### config.mk
export PLATFORM = sky130hd
export DESIGN_NAME = forward_select_unit
export DESIGN_NICKNAME = d
export VERILOG_FILES = /design/src/rtl/forward_select_unit.sv
export SDC_FILE = /design/constraint.sdc
export NUM_CORES = 1
export LEC_CHECK = 0
export CELL_PAD_IN_SITES_DETAIL_PLACEMENT = 1
export CELL_PAD_IN_SITES_GLOBAL_PLACEMENT = 1
export CORE_UTILIZATION = 30
export CTS_CLUSTER_DIAMETER = 80
export DETAILED_ROUTE_END_ITERATION = 10
export GPL_TIMING_DRIVEN = 0
export PLACE_DENSITY_LB_ADDON = 0.1
export SLEW_MARGIN = 30
export SYNTH_ARGS = -nofsm -noshare
export SYNTH_HDL_FRONTEND = slang
export SYNTH_SLANG_ARGS = --single-unit
export TNS_END_PERCENT = 5
### constraint.sdc
create_clock -name clk -period 4.41 [get_ports clk]
set_input_delay 0.882 -clock clk [delete_from_list [all_inputs] [get_ports clk]]
set_output_delay 0.882 -clock clk [all_outputs]
set_load 0.05 [all_outputs]
### src/rtl/forward_select_unit.sv
// Tracks EX/MEM/WB destination registers, registers the ALU operand-forward selects and raises the load-use stall.
// Optional macro REGFILE_BYPASS_EN: also compare the WB slot and emit select 11 for a hit there.
module forward_select_unit #(
    parameter int unsigned REG_ADDR_WIDTH = 5
) (
    input  logic                      clk,
    input  logic                      reset,
    input  logic                      hold,
    input  logic                      flush,
    input  logic                      id_valid,
    input  logic [REG_ADDR_WIDTH-1:0] id_rs1,
    input  logic [REG_ADDR_WIDTH-1:0] id_rs2,
    input  logic                      id_use_rs1,
    input  logic                      id_use_rs2,
    input  logic [REG_ADDR_WIDTH-1:0] id_rd,
    input  logic                      id_reg_write,
    input  logic                      id_mem_read,
    output logic [1:0]                fwd_a_sel,
    output logic [1:0]                fwd_b_sel,
    output logic                      stall
);

    localparam int unsigned SEL_W = 2;

    typedef logic [SEL_W-1:0] sel_t;

    localparam sel_t SEL_RF  = SEL_W'(0);
    localparam sel_t SEL_MEM = SEL_W'(1);
    localparam sel_t SEL_WB  = SEL_W'(2);
`ifdef REGFILE_BYPASS_EN
    localparam sel_t SEL_BYP = SEL_W'(3);
`endif

    typedef struct packed {
        logic                      valid;
        logic [REG_ADDR_WIDTH-1:0] rd;
        logic                      is_load;
    } slot_t;

    slot_t ex_q, mem_q, wb_q;
    slot_t ex_d;
    sel_t  fwd_a_d, fwd_b_d;
    logic  load_hit;
    logic  issue;

    // A used, non-zero source that names the register a valid slot will write.
    function automatic logic src_hit(input logic                      use_rs,
                                     input logic [REG_ADDR_WIDTH-1:0] rs,
                                     input slot_t                     s);
        return use_rs && (rs != '0) && s.valid && (rs == s.rd);
    endfunction

    // Nearest producer wins; a load in EX is never forwarded (the stall covers it).
    function automatic sel_t pick_sel(input logic                      use_rs,
                                      input logic [REG_ADDR_WIDTH-1:0] rs,
                                      input slot_t                     ex_s,
                                      input slot_t                     mem_s,
                                      input slot_t                     wb_s);
        sel_t sel;
        sel = SEL_RF;
        if (src_hit(use_rs, rs, ex_s) && !ex_s.is_load) begin
            sel = SEL_MEM;
        end else if (src_hit(use_rs, rs, mem_s)) begin
            sel = SEL_WB;
`ifdef REGFILE_BYPASS_EN
        end else if (src_hit(use_rs, rs, wb_s)) begin
            sel = SEL_BYP;
`endif
        end
`ifndef REGFILE_BYPASS_EN
        if (wb_s.valid && 1'b0) begin
            sel = SEL_RF;
        end
`endif
        return sel;
    endfunction

    // Load-use hazard and the next EX-slot / select values.
    always_comb begin
        load_hit = 1'b0;
        stall    = 1'b0;
        issue    = 1'b0;
        ex_d     = '0;
        fwd_a_d  = SEL_RF;
        fwd_b_d  = SEL_RF;

        load_hit = ex_q.valid && ex_q.is_load &&
                   (src_hit(id_use_rs1, id_rs1, ex_q) || src_hit(id_use_rs2, id_rs2, ex_q));
        stall    = id_valid && !flush && load_hit;
        issue    = id_valid && !flush && !stall;

        if (issue && id_reg_write && (id_rd != '0)) begin
            ex_d.valid   = 1'b1;
            ex_d.rd      = id_rd;
            ex_d.is_load = id_mem_read;
        end

        if (issue) begin
            fwd_a_d = pick_sel(id_use_rs1, id_rs1, ex_q, mem_q, wb_q);
            fwd_b_d = pick_sel(id_use_rs2, id_rs2, ex_q, mem_q, wb_q);
        end
    end

    // Shadow pipeline and registered selects; hold freezes everything.
    always_ff @(posedge clk or negedge reset) begin
        if (!reset) begin
            ex_q      <= '0;
            mem_q     <= '0;
            wb_q      <= '0;
            fwd_a_sel <= SEL_RF;
            fwd_b_sel <= SEL_RF;
        end else if (!hold) begin
            wb_q      <= mem_q;
            mem_q     <= ex_q;
            ex_q      <= ex_d;
            fwd_a_sel <= fwd_a_d;
            fwd_b_sel <= fwd_b_d;
        end
    end

    // Load flags of the older slots are carried for visibility only.
    logic unused_slot_bits;
`ifdef REGFILE_BYPASS_EN
    assign unused_slot_bits = ^{mem_q.is_load, wb_q.is_load};
`else
    assign unused_slot_bits = ^{mem_q.is_load, wb_q};
`endif

endmodule

# ---- After elaboration in Yosys (flattened, before gate mapping)
# Index checks and enable logic that the tools add are counted.
dict set report word_totals {
  ff_bits 17
  latchBits 0
  ramBits 0
  romBits 0
  inputBits 24
  out_inout_bits 5
  wordCells 44
  mem_count 0
}
dict set report op_classes {
  add_sub_neg 0
  mul 0
  n_div 0
  magnitude_cmp 0
  eq_ne 4
  shifts 0
  muxes 7
  n_bitwise 0
  n_reduce_logical 26
}
# operator n
set op_table {}
lappend op_table {{$eq 5x5->1} 4}
lappend op_table {{$logic_and 1x1->1} 19}
lappend op_table {{$reduce_bool 5->1} 3}
lappend op_table {{$mux 2} 6}
lappend op_table {{$mux 7} 1}
lappend op_table {{$logic_not 1->1} 3}
lappend op_table {{$logic_or 1x1->1} 1}

# ---- Longest topological paths before layout
# Gate-level depths: netlist of run 1.
dict set report depth {
  ltp_word 12
  ltp_mapped 5
  depth_no_buf 5
}

# ---- Worst setup path after synthesis of run 1
# OpenSTA, ideal clock, no wires.
dict set report synth_path {
  kind {input to output}
  startpoint {in id_rs2[3]}
  endpoint {out stall}
  arrival_time_ns 2.038
  t_required_ns 3.528
  slack_ns 1.490
  stages 5
  path_buffers 0
  path_cell_list {xor2_1 nor3_1 nand4_1 a21oi_4 and3b_2}
}
dict set report synth_via {
  elab_chain_cells 7
  word_cells_on_any_way 8
  classes_between {eq/ne (1); reduce/logical (7)}
}
# element line_no
set synth_lines {}
lappend synth_lines {{start, declared} 12} ;# input logic [REG_ADDR_WIDTH-1:0] id_rs2,
lappend synth_lines {{$reduce_bool 5->1} 50} ;# return use_rs && (rs != '0) && s.valid && (rs == s.rd);
lappend synth_lines {{$logic_and 1x1->1 (2 in series)} 50}
lappend synth_lines {{$logic_and 1x1->1 *} 50}
lappend synth_lines {{$logic_or 1x1->1 *} 88} ;# (src_hit(id_use_rs1, id_rs1, ex_q) || src_hit(id_use_rs2, id_rs2, ex_q));
lappend synth_lines {{$logic_and 1x1->1 *} 87} ;# load_hit = ex_q.valid && ex_q.is_load &&
lappend synth_lines {{$logic_and 1x1->1 *} 89} ;# stall = id_valid && !flush && load_hit;
lappend synth_lines {{end, declared} 20} ;# output logic stall
# Every way passes the cells marked *; elsewhere a longest branch is shown, timed or not.

# ---- Worst setup path in the final report of run 1
# Same ends and word-level chain as after synthesis.

==> metrics.log, run 1 <==
[metrics] run status: complete, no violations
[metrics] WHS: 0.491 ns
[metrics] layout cell share with drive strength beyond 1: 11.0%
[metrics] maximum number of pins on one net before global-route repair: 18
[metrics] starting utilization of the core area: 32.5%
[metrics] mean number of vias per cell: 4.88
[metrics] combined global-route utilization of all metal layers: 15.4%
[metrics] minimum setup slack in the final design: 0.197 ns
[metrics] final hold violation count: 0
[metrics] fill cell count: 392
[metrics] GPL Wtd Cong: 0.751
[metrics] number of endpoints failing setup at the final stage: 0
[metrics] commonest non-fill, non-tap cell in the layout: sky130_fd_sc_hd__clkdlybuf4s50_1
[metrics] post-CTS clock slew at the launch and capture registers of the worst setup and hold paths: 0.10 ns
[metrics] worst relative slew slack: 49.7%
[metrics] Arr. time, crit path: 3.33 ns
[metrics] Detail Route Antenna Nets: 0
[metrics] leakage power summed over all cells: 0.000568 µW
[metrics] number of placed cells counting well taps: 176
[metrics] clock latency on the worst-skew pair: 0.28 ns
[metrics] nets in the synthesized netlist: 129
[metrics] Die Y: 60.4 µm
[metrics] Layout Nets: 161
[metrics] # port buffers: 27
[metrics] total vias in the final route: 879
[metrics] hpwl dp: 2070 µm
[metrics] setup repair after global routing missed its margin: false
[metrics] HP Class: reg -> reg
[metrics] met2 routing resource usage after global routing: 26.8%
[metrics] maximum vdd ir drop: 0.0851 mV
[metrics] Max Slew Vio Count: 0
[metrics] Setup crit start kind: input pin
[metrics] total inserted antenna cells: 0
[metrics] Util after Layout: 43.6%
[metrics] number of antenna violations at the first check in global routing: 0
[metrics] die width: 60.4 µm
[metrics] post-CTS sizing: 0
[metrics] vias in the first global route: 906
[metrics] gr ovfl total: 0
[metrics] CTS tree: built
[metrics] Max Buffers Root-to-Sink: 2
[metrics] # H-tree levels: 1
[metrics] number of detailed-route iterations in the first pass: 4
[metrics] Setup TNS Final: 0 ns
[metrics] initial detailed-routing violation count: 28
[metrics] share of synthesized area occupied by flip-flops and latches: 41.6%
[metrics] total detailed-routing wirelength: 2410 µm
[metrics] final worst path period share: 95.5%
[metrics] library cell used as clock root buffer: sky130_fd_sc_hd__clkbuf_4
[metrics] Syn-to-layout area delta: 34.4%
[metrics] Num CTS Buffers: 3
[metrics] Setup crit end kind: output pin
[metrics] crit path max fanout: 10
[metrics] DRC violations left: 0
[metrics] fraction of met3 tracks used by global routing: 2.56%
[metrics] required time of the critical path: 3.53 ns
[metrics] Critical Setup Path Class: in -> out
[metrics] cells after synthesis: 105
[metrics] synthesized area divided by synthesized cell count: 9.75 µm²
[metrics] cell area after synthesis: 0.00102 mm²
[metrics] post-CTS repair timing setup buffer count: 0
[metrics] Synth Warn #: 0
[metrics] Die ar.: 0.00365 mm²
[metrics] Register Area: 425 µm²
[metrics] final cell count without fillers: 180
[metrics] Max Cap Viol: 0
[metrics] routing layer with the top usage in global route: met2
[metrics] count of standard-cell rows: 20
[metrics] R2R Setup Slk: 2.74 ns
[metrics] Synth cell types: 23
[metrics] most used cells in the layout excluding fill and tap cells: sky130_fd_sc_hd__clkdlybuf4s50_1, sky130_fd_sc_hd__dfrtp_1, sky130_fd_sc_hd__nand2_1
[metrics] quantity of hold-fixing buffers added after cts: 0
[metrics] met1 track demand over resource: 18.7%
[metrics] footprint of the multi-input gates: 591 µm²
[metrics] wire length of the first global-routing pass: 4060 µm
[metrics] boundary pin count: 29
[metrics] Synth Register Bits: 17
[metrics] worst setup slack before clock tree synthesis: 0.190 ns
[metrics] Pwr Density: 225 mW/mm²
[metrics] post-route minimum period: 4.21 ns
[metrics] Worst Tran Pin Value: 0.752 ns
[metrics] Peak Freq: 237 MHz
[metrics] Layout Skew: 0.00844 ns
[metrics] area of the placeable core: 0.00315 mm²
[metrics] total clock sinks: 17
[metrics] post-detailed-route wirelength per cell: 13.4 µm
[routing by layer]
| metal | vias to the layer above | wire length, µm |
|---|---|---|
| li1 | 433 | - |
| met1 | 419 | 1070 |
| met2 | 25 | 1210 |
| met3 | 2 | 93 |
| met4 | 0 | 34 |
| met5 | - | 0 |
[flip-flops by register name, summed over array words and instances, names as in the netlist]
signal	count
fwd_b_sel	2
fwd_a_sel	2
mem_q	6
ex_q	7
[metrics by stage]
step	total power, µW	cell area [µm²]
2_1_floorplan	196	1020
3_3_place_gp	230	1350
3_5_place_dp	233	1350
4_1_cts	315	1380
5_1_grt	324	1380
6_report	310	1380
[worst max-delay path, stage by stage]
cell,delay (ns)
sky130_fd_sc_hd__clkdlybuf4s50_1,0.47
sky130_fd_sc_hd__xor2_1,0.18
sky130_fd_sc_hd__nor3_1,0.25
sky130_fd_sc_hd__nand4_1,0.22
sky130_fd_sc_hd__a21oi_4,0.32
sky130_fd_sc_hd__and3b_2,0.22
sky130_fd_sc_hd__clkdlybuf4s50_1,0.79
[cells by family after synthesis]
group	share of synthesized area, %
AO/OA/AOI/OAI	8.80
XOR/XNOR	17.1
buffers and inverters	0.734
flip-flops	41.6
multiplexers	6.60
AND/OR/NAND/NOR	25.2
[cell usage after synthesis, drive strengths merged]
cell type	count	area, µm²
nand2	16	60.1
xnor2	7	61.3
o21ai	10	50.1
nor3b	1	12.5
nor4	1	6.26
clkbuf	2	7.51
or4	1	11.3
nor2	6	30.0
nand3	8	40.0
and2	1	6.26
o31ai	2	15.0
a21oi	1	16.3
mux2	6	67.6
and3	1	6.26
nand2b	2	12.5
dfrtp	17	425
and3b	1	10.0
o2111ai	1	8.76
xor2	13	114
nor3	4	20.0
nand4b	1	23.8
nand4	3	18.8
[path summary, 6_finish.rpt]
kind	endpoint	from	depth (start not counted)
worst max register to register	ex_q[0]$_DFFE_PN0N_	ex_q[4]$_DFFE_PN0N_	5
min in group asynchronous	ex_q[4]$_DFFE_PN0N_	reset	1
worst min register to register	fwd_b_sel[0]$_DFFE_PN0N_	fwd_b_sel[0]$_DFFE_PN0N_	2
max in group asynchronous	ex_q[5]$_DFFE_PN0N_	reset	1
worst min-delay path	fwd_b_sel[0]$_DFFE_PN0N_	fwd_b_sel[0]$_DFFE_PN0N_	2
worst max-delay path	stall	id_rs2[3]	7
[area by class of cell]
| type | instances | area share [%] |
|---|---|---|
| buffer | 2 | 0.546 |
| tap | 44 | 4.00 |
| sequential | 17 | 30.9 |
| timing repair buffer | 27 | 19.7 |
| clock buffer | 4 | 1.91 |
| multi-input combinational | 86 | 42.9 |
[where the power goes]
group          total (µW)  switching (µW)  internal, µW
Sequential            168            6.46           161
Combinational        61.0            27.8          33.2
Clock                81.3            46.2          35.1
Total                 310            80.5           229
No activity file was read; power rests on OpenSTA's default activity.
==> inputs of run 2 (changes only) <==
CAP_MARGIN = 20   (was default)
==> results of run 2 <==
Final layout, timing and power as in run 1 (identical DEF).
==> inputs of run 3 (changes only) <==
CAP_MARGIN = 0   (was 20)
==> results of run 3 <==
Final layout, timing and power as in run 1 (identical DEF).
